===== src/rtl/compare_seq_pkg.sv =====
// Shared types and width helpers for the multi-cycle magnitude comparator.
package compare_seq_pkg;

   typedef enum logic [1:0] {
      IDLE = 2'd0,
      RUN  = 2'd1,
      DONE = 2'd2
   } state_t;

   function automatic int chunk_count(input int n, input int w);
      return n / w;
   endfunction

   // A single-chunk operand still needs a 1-bit index register.
   function automatic int idx_width(input int chunks);
      return (chunks > 1) ? $clog2(chunks) : 1;
   endfunction

endpackage


===== src/rtl/compare_slice.sv =====
// W-bit subtract-style slice: carry out of a + ~b + ci, plus chunk equality.
module compare_slice #(
   parameter int W = 16
) (
   input  logic [W-1:0] a,
   input  logic [W-1:0] b,
   input  logic         ci,
   output logic         co,
   output logic         eq
);

   // Explicit ripple chain so only the carry is formed, no unused sum bits.
   function automatic logic ripple_carry(input logic [W-1:0] x,
                                         input logic [W-1:0] y,
                                         input logic         c_in);
      logic c;
      c = c_in;
      for (int i = 0; i < W; i++) begin
         c = (x[i] & ~y[i]) | (c & (x[i] | ~y[i]));
      end
      return c;
   endfunction

   assign co = ripple_carry(a, b, ci);
   assign eq = (a == b);

endmodule


===== src/rtl/compare_seq.sv =====
// Sequences two N-bit operands LSB-chunk-first through one W-bit slice and
// reports unsigned ge/gt/eq through a valid/ready result handshake.
module compare_seq
   import compare_seq_pkg::*;
#(
   parameter int N = 64,
   parameter int W = 16
) (
   input  logic         clk,
   input  logic         rst,
   input  logic         in_valid,
   output logic         in_ready,
   input  logic [N-1:0] in_a,
   input  logic [N-1:0] in_b,
   output logic         out_valid,
   input  logic         out_ready,
   output logic         out_ge,
   output logic         out_gt,
   output logic         out_eq,
   output logic         busy
);

   localparam int CHUNKS = chunk_count(N, W);
   localparam int IDX_W  = idx_width(CHUNKS);

   state_t           state, state_nxt;
   logic [N-1:0]     sa, sb;
   logic             carry, eq_acc;
   logic [IDX_W-1:0] idx;
   logic             slice_co, slice_eq;
   logic             accept, last_chunk;

   assign accept     = (state == IDLE) && in_valid;
   assign last_chunk = (idx == IDX_W'(CHUNKS - 1));

   compare_slice #(.W(W)) u_slice (
      .a  (sa[W-1:0]),
      .b  (sb[W-1:0]),
      .ci (carry),
      .co (slice_co),
      .eq (slice_eq)
   );

   always_ff @(posedge clk or posedge rst) begin
      if (rst) state <= IDLE;
      else     state <= state_nxt;
   end

   always_comb begin
      state_nxt = state;
      case (state)
         IDLE:    if (in_valid)   state_nxt = RUN;
         RUN:     if (last_chunk) state_nxt = DONE;
         DONE:    if (out_ready)  state_nxt = IDLE;
         default:                 state_nxt = IDLE;
      endcase
   end

   always_comb begin
      in_ready  = (state == IDLE);
      out_valid = (state == DONE);
      busy      = (state != IDLE);
   end

   // Operand shift registers are pure datapath and carry no reset.
   always_ff @(posedge clk) begin
      if (accept) begin
         sa <= in_a;
         sb <= in_b;
      end else if (state == RUN) begin
         sa <= sa >> W;
         sb <= sb >> W;
      end
   end

   always_ff @(posedge clk or posedge rst) begin
      if (rst) begin
         carry  <= 1'b0;
         eq_acc <= 1'b0;
         idx    <= '0;
         out_ge <= 1'b0;
         out_gt <= 1'b0;
         out_eq <= 1'b0;
      end else if (accept) begin
         carry  <= 1'b1;
         eq_acc <= 1'b1;
         idx    <= '0;
      end else if (state == RUN) begin
         carry  <= slice_co;
         eq_acc <= eq_acc & slice_eq;
         idx    <= idx + 1'b1;
         if (last_chunk) begin
            out_ge <= slice_co;
            out_eq <= eq_acc & slice_eq;
            out_gt <= slice_co & ~(eq_acc & slice_eq);
         end
      end
   end

endmodule


===== config.mk =====
export PLATFORM = sky130hd
export DESIGN_NAME = compare_seq
export DESIGN_NICKNAME = d
export VERILOG_FILES = /design/src/rtl/compare_seq_pkg.sv /design/src/rtl/compare_slice.sv /design/src/rtl/compare_seq.sv
export SDC_FILE = /design/constraint.sdc
export NUM_CORES = 1
export LEC_CHECK = 0
export ABC_CLOCK_PERIOD_IN_PS = 7360
export BUFFER_PORTS_ARGS = -buffer_cell sky130_fd_sc_hd__buf_2
export CORE_AREA = 2 2 138 140
export CTS_CLUSTER_DIAMETER = 80
export CTS_CLUSTER_SIZE = 12
export DETAILED_ROUTE_END_ITERATION = 8
export DIE_AREA = 0 0 140 142
export PLACE_DENSITY = 0.57
export SLEW_MARGIN = 20
export SYNTH_ARGS = -nofsm -noshare
export SYNTH_HDL_FRONTEND = slang
export SYNTH_SLANG_ARGS = --single-unit

===== constraint.sdc =====
create_clock -name clk -period 7.36 [get_ports clk]
set_clock_uncertainty 0.05 [all_clocks]
set_input_delay 0.368 -clock clk [delete_from_list [all_inputs] [get_ports clk]]
set_output_delay 0.368 -clock clk [all_outputs]
set_load 0.01 [all_outputs]

After elaboration in Yosys (flattened, before gate mapping)
Cells that the tools add are included.
Cells by class
  add/subtract/negate cells: 1
  equality and inequality tests: 7
  mux-type cells: 14
  bitwise logic cells: 84
  reduce and logical (&&, ||, !) cells: 6
Operators with widths (count)
  64-bit two-way mux: 4
  1-bit bitwise AND: 34
  1-bit OR: 32
  1-bit inverter: 18
  16-bit equality test: 1
  2-bit two-way mux: 5
  2-bit case mux with 3 select lines: 1
  3-bit AND reduction: 2
  2-bit equality test, second input constant: 2
  1-bit two-way mux: 4
  2-bit != test, second input constant: 2
  2-bit nonzero test: 2
  2-bit by 1-bit adder with 2-bit output, second input constant: 1
  2-bit by 1-bit equality test with 1-bit output, second input constant: 1
  2-bit logical NOT: 1
  2-bit by 1-bit != test with 1-bit output, second input constant: 1
  1-bit logical AND: 1
Storage, ports and cells
  flip-flop bits (word level): 137
  output and inout port bits: 6
  logic and storage cells: 121

Longest topological paths before layout
Gate-level depths: netlist of run 1.
  word-level depth: 36
  mapped depth: 7
  mapped depth without buffers: 7

Hierarchy
Synthesis of run 1 repeated with hierarchy kept, for this count alone.
Unflattened totals
  cells, all modules: 403
  area, all modules: 6367.4 µm²
Modules (own cells, without submodules)
  compare_seq: instances 1, cells an instance 308, area an instance 5664.2 µm², seq. area each 4068.9 µm²
  compare_slice: instances 1, cells an instance 95, area an instance 703.2 µm², seq. area each 0.0 µm²

Least setup slack after synthesis of run 1
OpenSTA, ideal clock, no wires.
  kind: register -> register
  from: register state[0]
  to: register sa[0], enable pin
  library setup time: 0.493 ns
  arrival time: 3.701 ns
  required time: 6.817 ns
  setup slack: 3.116 ns
  stages on the path, launching flop included: 5
  period minus slack after synthesis: 4.244 ns
  cells stage by stage: dfrtp_1 > nor2_2 > nand2_1 > buf_2 > nand2_1
Between the ends
  longest elaborated chain between the ends: 3
Ends and longest elaborated chain
  from (decl): RTL line compare_seq.sv:26  | state_t state, state_nxt;
  from (signal assigned): RTL line compare_seq.sv:46  | else state <= state_nxt;
  2-bit logical NOT: RTL line compare_seq.sv:33  | assign accept = (state == IDLE) && in_valid;
  1-bit logical AND: RTL line compare_seq.sv:33
  2-bit nonzero test (no line) (*)
  to (signal assigned): RTL line compare_seq.sv:68  | sa <= in_a;
  to (signal assigned): RTL line compare_seq.sv:71  | sa <= sa >> W;
  to (decl): RTL line compare_seq.sv:27  | logic [N-1:0] sa, sb;
Every way passes the cells marked *; elsewhere a longest branch is shown, timed or not.
A chain may end at the register's enable or synchronous reset.

Worst setup path after layout of run 1
  from: register state[0]
  to: register sa[55], enable pin
Same word-level chain as after synthesis.

==> impl_metrics.env, run 1 <==
export IMPL_status="complete, but fails checks"
export IMPL_violations="design-rule violations"
export IMPL_ant_nets=0
export IMPL_peakVddDrop_uv=214
export IMPL_ys_types=29
export IMPL_synth_edf_count=128
export IMPL_async_flop_share=0.0657
export IMPL_slew_viol_final=0
export IMPL_drive_gt1_frac=0.236
export IMPL_period_needed_ns=3.27
export IMPL_endpoint="sa[55]"
export IMPL_cts_buffers=17
export IMPL_cts_htree_levels=4
export IMPL_row_count=50
export IMPL_fmax_mhz=306
export IMPL_io_buffers=137
export IMPL_synth_area_mm2=0.00635
export IMPL_synth_top_area_share=0.605
export IMPL_fillers=1768
export IMPL_r2r_end="sa[55]"
export IMPL_grt_usage=0.146
export IMPL_grt_first_pass_wirelength_um=21900
export IMPL_grt_max_degree=99
export IMPL_cts_tree="done"
export IMPL_start_util=0.344
export IMPL_area_growth_pct=25.1
export IMPL_cts_resized=0
export IMPL_via_count=4285
export IMPL_synth_area_top_cells="edfxtp_1 60%, nand2_1 17%, ha_1 6.5%, dfrtp_1 3.5%, and3_1 3.2%"
export IMPL_dieArea_mm2=0.0199
export IMPL_synth_fp_nets=776
export IMPL_finalWeightedCongestion=0.797
export IMPL_multi_input_area_mm2=0.00203
export IMPL_die_x_um=140
export IMPL_nNetsFinal=909
export IMPL_p_leak_nw=3.88
export IMPL_grt_pass1_vias=4230
export IMPL_critPathMaxStageDelay_ns=0.82
export IMPL_finalSetupViolCount=0
export IMPL_cp_top_family="simple AND/OR/NAND/NOR gates"
export IMPL_clock_sinks=137
export IMPL_powerDensity_mw_per_mm2=457
export IMPL_hp_class="in -> reg"
export IMPL_finalHoldViolations=0
export IMPL_drtPass1Iterations=9
export IMPL_critPathLaunch="state[0]"
export IMPL_critPathMaxFanout=72
export IMPL_cts_setup_buffers=0
export IMPL_synth_main_ff_cell="edfxtp_1"
export IMPL_die_h_um=142
export IMPL_critPathLaunchType="flop"
export IMPL_clkTransAtPathRegs_ns=0.07
export IMPL_cp_cell_sequence="nor2_2 -> buf_4 -> nand2_4 -> nand2_4 -> buf_4"
export IMPL_core_area_mm2=0.0185
export IMPL_post_route_util=0.431
export IMPL_remaining_drc_errors=10
export IMPL_maxCapViolCount=0
export IMPL_worst_r2r_cell_count=5
export IMPL_hold_buffers=1
export IMPL_syn_inst=611
export IMPL_cp_required_ns=7.34
export IMPL_grt_ovfl_total=0
export IMPL_worstPathArrival_ns=3.25
export IMPL_yosysTopAreaCell="edfxtp_1"
export IMPL_r2r_start="state[0]"
export IMPL_holdWs_ns=0.132
export IMPL_via_per_inst=4.32
export IMPL_seqCellArea_mm2=0.00407
export IMPL_yosysSeqAreaShare=0.640
export IMPL_cp_depth=5
export IMPL_place_hpwl_um=10200
export IMPL_antenna_found_initial=2
export IMPL_reg2reg_slack_ns=4.09
export IMPL_drt_iter0_markers=317
export IMPL_routedWlPerCell_um=14.1
export IMPL_clk_latency_ns=0.41
export IMPL_ctsLongestPathBuffers=2
export IMPL_rsz0062_at_grt="no"
export IMPL_tightest_slew_ns=0.942
export IMPL_wirelength_um=14000
export IMPL_yosys_warnings=0
export IMPL_relSlewSlack=0.372
export IMPL_path_class="reg -> reg"
export IMPL_io_pins=138
export IMPL_min_period_over_period=0.444
export IMPL_ys_seq_elements=137
export IMPL_path_buf_inv=2
export IMPL_cpMaxStageDelayCell="buf_4"
export IMPL_cp_end_kind="flop"
export IMPL_setup_tns_ns=0
export IMPL_avgSynthCellArea_um2=10.4
export IMPL_cts_root_buffer="clkbuf_16"
## cell families (layout without fill, tap and decap cells)
family / Yosys count / count (layout) / share of synthesized area
DFF: 137 / 137 / 0.640
AOI/OAI and AO/OA: 22 / 22 / 0.0240
and+or+nand+nor: 351 / 351 / 0.226
other: 0 / 1 / 0
adders and majority gates: 33 / 33 / 0.0650
muxes: 1 / 1 / 0.00158
buffers and inverters: 67 / 213 / 0.0425
## worst register-to-register path: stages (launching register included)
cell     delay, ns
dfrtp_1       0.40
nor2_2        0.12
buf_4         0.31
nand2_4       0.41
nand2_4       0.74
buf_4         0.82
## routing by layer
metal,up-vias,share of wire,global-route usage,wire length [um]
met5,-,0.00079,0,11
met4,2,0.021,0.0590,290
met3,16,0.053,0.0441,743
met2,89,0.48,0.238,6780
met1,1901,0.44,0.183,6150
li1,2277,-,-,-
## sequential cells by signal, summed over array words and instances (netlist names)
register / count
eq_acc: 1
out_ge: 1
out_eq: 1
carry: 1
state: 2
sa: 64
sb: 64
out_gt: 1
idx: 2
## synthesized netlist by cell type, types with 2 or more instances
library cell / count
a21oi_1: 6
a221o_1: 2
and3_1: 32
buf_2: 12
clkbuf_1: 14
dfrtp_1: 9
edfxtp_1: 128
ha_1: 33
inv_1: 40
nand2_1: 295
nand2b_1: 4
nand4_1: 4
nor2_1: 5
nor2b_1: 2
nor3_1: 4
o21ai_0: 8
## worst min-delay path by stage
stage                         start        to  slack (ns)  depth (start not counted)
after floorplan                 rst     carry        0.15                          1
after global placement          rst    out_eq        0.31                          2
after detailed placement        rst    out_eq        0.31                          2
after CTS                 out_ready  state[1]        0.14                          2
after global routing      out_ready  state[1]        0.14                          2
final                     out_ready  state[1]        0.13                          2
## cell usage in the layout (no fill, tap or decap), types with 2 or more instances in the layout
cell type  Yosys  layout
a21oi_1        6       6
a221o_1        2       2
and3_1        32      32
buf_2         12     137
buf_4          1       3
bufinv_16      0       6
clkbuf_16      0      17
clkinv_4       0       2
dfrtp_1        9       9
edfxtp_1     128     128
ha_1          33      33
inv_1         40      40
inv_6          0       5
nand2_1      295     293
nand2_4        0       2
nand2b_1       4       4
nand4_1        4       4
nor2_1         5       5
nor2b_1        2       2
nor3_1         4       4
o21ai_0        8       8
## where the power goes
group | internal, mW | switching, mW | total (mW)
combinational | 0.340 | 0.696 | 1.04
sequential | 1.46 | 0.153 | 1.62
clock | 0.644 | 0.333 | 0.978
## stage by stage
| step | instance area, um^2 | setup slack (ns) | std cells | power, mW |
|---|---|---|---|---|
| global placement | 7250 | 4.11 | 958 | 2.68 |
| global route | 7950 | 3.76 | 991 | 3.91 |
| finish | 7950 | 4.09 | 992 | 3.63 |
| floorplan | 6350 | 3.12 | 611 | 2.40 |
| CTS | 7950 | 4.05 | 991 | 3.68 |
| detailed placement | 7250 | 4.05 | 958 | 2.69 |
## cell type report
| class | instances | area share |
|---|---|---|
| Multi-Input combinational cell | 407 | 0.256 |
| Sequential cell | 137 | 0.512 |
| Clock buffer | 17 | 0.0535 |
| Timing Repair Buffer | 141 | 0.0903 |
| Antenna cell | 1 | 0.000315 |
| Tap cell | 234 | 0.0368 |
| Inverter | 40 | 0.0189 |
| Clock inverter | 15 | 0.0327 |
Note: power is estimated with default switching activity, not from simulation.
==> run 2: changes to the inputs <==
--- a/config.mk
+++ b/config.mk
@@ -5,14 +5,15 @@
 export SDC_FILE = /design/constraint.sdc
 export NUM_CORES = 1
 export LEC_CHECK = 0
-export ABC_CLOCK_PERIOD_IN_PS = 7360
+export ABC_AREA = 1
+export ABC_CLOCK_PERIOD_IN_PS = 3000
 export BUFFER_PORTS_ARGS = -buffer_cell sky130_fd_sc_hd__buf_2
-export CORE_AREA = 2 2 138 140
+export CORE_AREA = 2 2 139 141
 export CTS_CLUSTER_DIAMETER = 80
 export CTS_CLUSTER_SIZE = 12
 export DETAILED_ROUTE_END_ITERATION = 8
-export DIE_AREA = 0 0 140 142
-export PLACE_DENSITY = 0.57
+export DIE_AREA = 0 0 141 143
+export PLACE_DENSITY = 0.59
 export SLEW_MARGIN = 20
 export SYNTH_ARGS = -nofsm -noshare
 export SYNTH_HDL_FRONTEND = slang
==> constraint.sdc (replaced) <==
create_clock -name clk -period 3 [get_ports clk]
set_clock_uncertainty 0.05 [all_clocks]
set_input_delay 0.15 -clock clk [delete_from_list [all_inputs] [get_ports clk]]
set_output_delay 0.15 -clock clk [all_outputs]
set_load 0.01 [all_outputs]
==> run 2 against run 1 <==
  * The run now ends clean
  * Utilization rose by 6.3 points
  * Non-clock buffer count increased by 113
  * Clock-buffer cell count is the same
  * Critical path depth increased by 32
  * Critical endpoint is now carry
  * Largest cell class unchanged
==> impl_metrics.env, run 2 <==
export IMPL_dieArea_mm2=0.0202
export IMPL_ys_types=17
export IMPL_synth_main_ff_cell="edfxtp_1"
export IMPL_critPathMaxStageDelay_ns=0.39
export IMPL_critPathMaxFanout=3
export IMPL_clk_latency_ns=0.41
export IMPL_synth_area_top_cells="edfxtp_1 60%, mux2_2 17%, ha_1 6.4%, inv_1 6.1%, dfrtp_1 3.5%"
export IMPL_synthMuxAreaShare=0.169
export IMPL_start_util=0.345
export IMPL_antenna_found_initial=0
export IMPL_rsz0062_at_grt="no"
export IMPL_grt_usage=0.142
export IMPL_place_hpwl_um=8670
export IMPL_seqCellArea_mm2=0.00407
export IMPL_yosysSeqAreaShare=0.635
export IMPL_final_cell_mix="137 x buf_2, 128 x edfxtp_1, 114 x dlygate4sd3_1"
export IMPL_post_route_util=0.494
export IMPL_peakVddDrop_uv=438
export IMPL_place_ws_ns=0.511
export IMPL_yosys_area_share_xor_xnor=0
export IMPL_crit_top_cell="nand2_1"
export IMPL_top_regs="sa: 64 flops, sb: 64 flops"
export IMPL_cts_buffers=17
export IMPL_synth_edf_count=128
export IMPL_wirelength_um=13800
export IMPL_period_needed_ns=2.47
export IMPL_status="finished clean"
export IMPL_io_pins=138
export IMPL_path_class="reg -> reg"
export IMPL_cts_htree_levels=4
export IMPL_finalWeightedCongestion=0.781
export IMPL_die_x_um=141
export IMPL_nNetsFinal=907
export IMPL_yosysTopAreaCell="edfxtp_1"
export IMPL_via_per_inst=4.30
export IMPL_critPathLaunchType="flop"
export IMPL_drt_iter0_markers=132
export IMPL_multi_input_area_mm2=0.00192
export IMPL_syn_inst=483
export IMPL_yosys_warnings=0
export IMPL_relSlewSlack=0.534
export IMPL_clock_sinks=137
export IMPL_min_period_over_period=0.822
export IMPL_io_buffers=137
export IMPL_die_h_um=143
export IMPL_drive_gt1_frac=0.355
export IMPL_hp_class="in -> reg"
export IMPL_cts_resized=0
export IMPL_worst_r2r_cell_count=37
export IMPL_synth_commonest_cells="128 x edfxtp_1, 104 x inv_1, 96 x mux2_2"
export IMPL_grt_ovfl_total=0
export IMPL_ant_nets=0
export IMPL_finalSetupViolCount=0
export IMPL_setup_slack_ns=0.533
export IMPL_grt_first_pass_wirelength_um=21800
export IMPL_finalHoldViolations=0
export IMPL_grt_max_degree=132
export IMPL_drtPass1Iterations=4
export IMPL_final_common_cell="buf_2"
export IMPL_cp_end_kind="flop"
export IMPL_synth_top_family_by_area="multiplexers"
export IMPL_cts_tree="done"
export IMPL_clkTransAtPathRegs_ns=0.06
export IMPL_synth_compound_area_frac=0.00606
export IMPL_setup_tns_ns=0
export IMPL_synth_fp_nets=648
export IMPL_ys_seq_elements=137
export IMPL_cpMaxStageDelayCell="edfxtp_1"
export IMPL_n_antenna_cell=0
export IMPL_slew_viol_final=0
export IMPL_area_growth_pct=43.2
export IMPL_synth_area_mm2=0.00640
export IMPL_dpl_cell_count=843
export IMPL_holdPathStages=3
export IMPL_powerDensity_mw_per_mm2=986
export IMPL_async_flop_share=0.0657
export IMPL_ctsLongestPathBuffers=2
export IMPL_fillers=1593
export IMPL_row_count=50
export IMPL_p_leak_nw=4.16
export IMPL_remaining_drc_errors=0
export IMPL_post_synth_top_count_cell="edfxtp_1"
export IMPL_use_met2=0.252
export IMPL_synth_top_area_share=0.600
export IMPL_grt_pass1_vias=4566
export IMPL_synthAdderAreaFrac=0.0645
export IMPL_p_total_mw=9.05
export IMPL_fmax_mhz=405
export IMPL_maxCapViolCount=0
export IMPL_use_met3=0.0419
export IMPL_routedWlPerCell_um=13.9
export IMPL_cts_root_buffer="clkbuf_16"
export IMPL_cp_required_ns=3.21
export IMPL_grt_use_met1=0.163
export IMPL_synth_simple_area_share=0.0563
export IMPL_via_count=4251
export IMPL_tightest_slew_ns=0.699
export IMPL_avgSynthCellArea_um2=13.3
export IMPL_stdcell_count=988
export IMPL_worstPathArrival_ns=2.68
export IMPL_grt_busiest_layer="met2"
export IMPL_core_area_mm2=0.0186
run 2: changes by cell type after synthesis, sizes merged, moves of 4 or more:
cell | before | now
nor2 | 6 | 39
and3 | 32 | 0
o21ai | 8 | 2
buf | 13 | 7
mux2 | 0 | 96
nor3 | 4 | 0
a21oi | 7 | 1
inv | 40 | 104
nand2b | 4 | 0
nand2 | 295 | 49
clkbuf | 14 | 7
run 2: final timing paths:
check	end	slack, ns	startpoint
max	carry	0.53	sa[0]
min	sa[56]	0.01	in_a[56]
max reg2reg	carry	0.53	sa[0]
min reg2reg	idx[0]	0.44	idx[0]
max in group asynchronous	out_ge	2.46	rst
min in group asynchronous	state[1]	0.19	rst
run 2: metrics by stage:
stage	hold WS, ns	area (um^2)
2_1_floorplan	-0.0721	6410
3_3_place_gp	0.0614	7400
3_5_place_dp	0.0754	7400
4_1_cts	0.000129	9170
5_1_grt	0.00553	9170
6_report	0.0122	9170
run 2: cell families (layout without fill, tap and decap cells):
family / count (synthesis) / count (layout)
AO/OA/AOI/OAI: 6 / 6
adder cells (fa/ha/maj): 33 / 33
AND/OR/NAND/NOR: 93 / 93
multiplexers: 96 / 96
flip-flops: 137 / 137
buffers and inverters: 118 / 389
run 2: power breakdown:
part           switching (mW)  leakage (nW)  total, mW  internal (mW)
logic                    1.55          2.45       2.84           1.29
registers               0.364          1.41       3.97           3.60
clock network           0.776         0.300       2.24           1.46
run 2: metal layers:
metal / share of wire / vias to the layer above
met1: 0.43 / 2012
li1: - / 2128
met4: 0.019 / 0
met3: 0.039 / 19
met5: 0 / -
met2: 0.51 / 92
run 2: worst max-delay path, delay by kind of cell (launching register included):
family / cells / cell delay [ns]
flops: 1 / 0.39
simple gates: 34 / 1.65
fa+ha+maj: 1 / 0.14
buf+inv: 2 / 0.11
run 2: layout make-up:
| cell class | instances | share of cell area |
|---|---|---|
| flip-flops and latches | 137 | 0.444 |
| multi-input cells | 228 | 0.209 |
| repair buffers | 254 | 0.204 |
| clock buffers | 17 | 0.0464 |
| inverters | 104 | 0.0426 |
| well taps | 234 | 0.0319 |
| clock inverters | 14 | 0.0222 |
run 2: what timing repair did:
| item | 4_1_cts | 5_1_grt |
|---|---|---|
| endpoints found under the hold margin | 122 | 0 |
| buffers inserted | 0 | 0 |
| hold buffers | 114 | 0 |
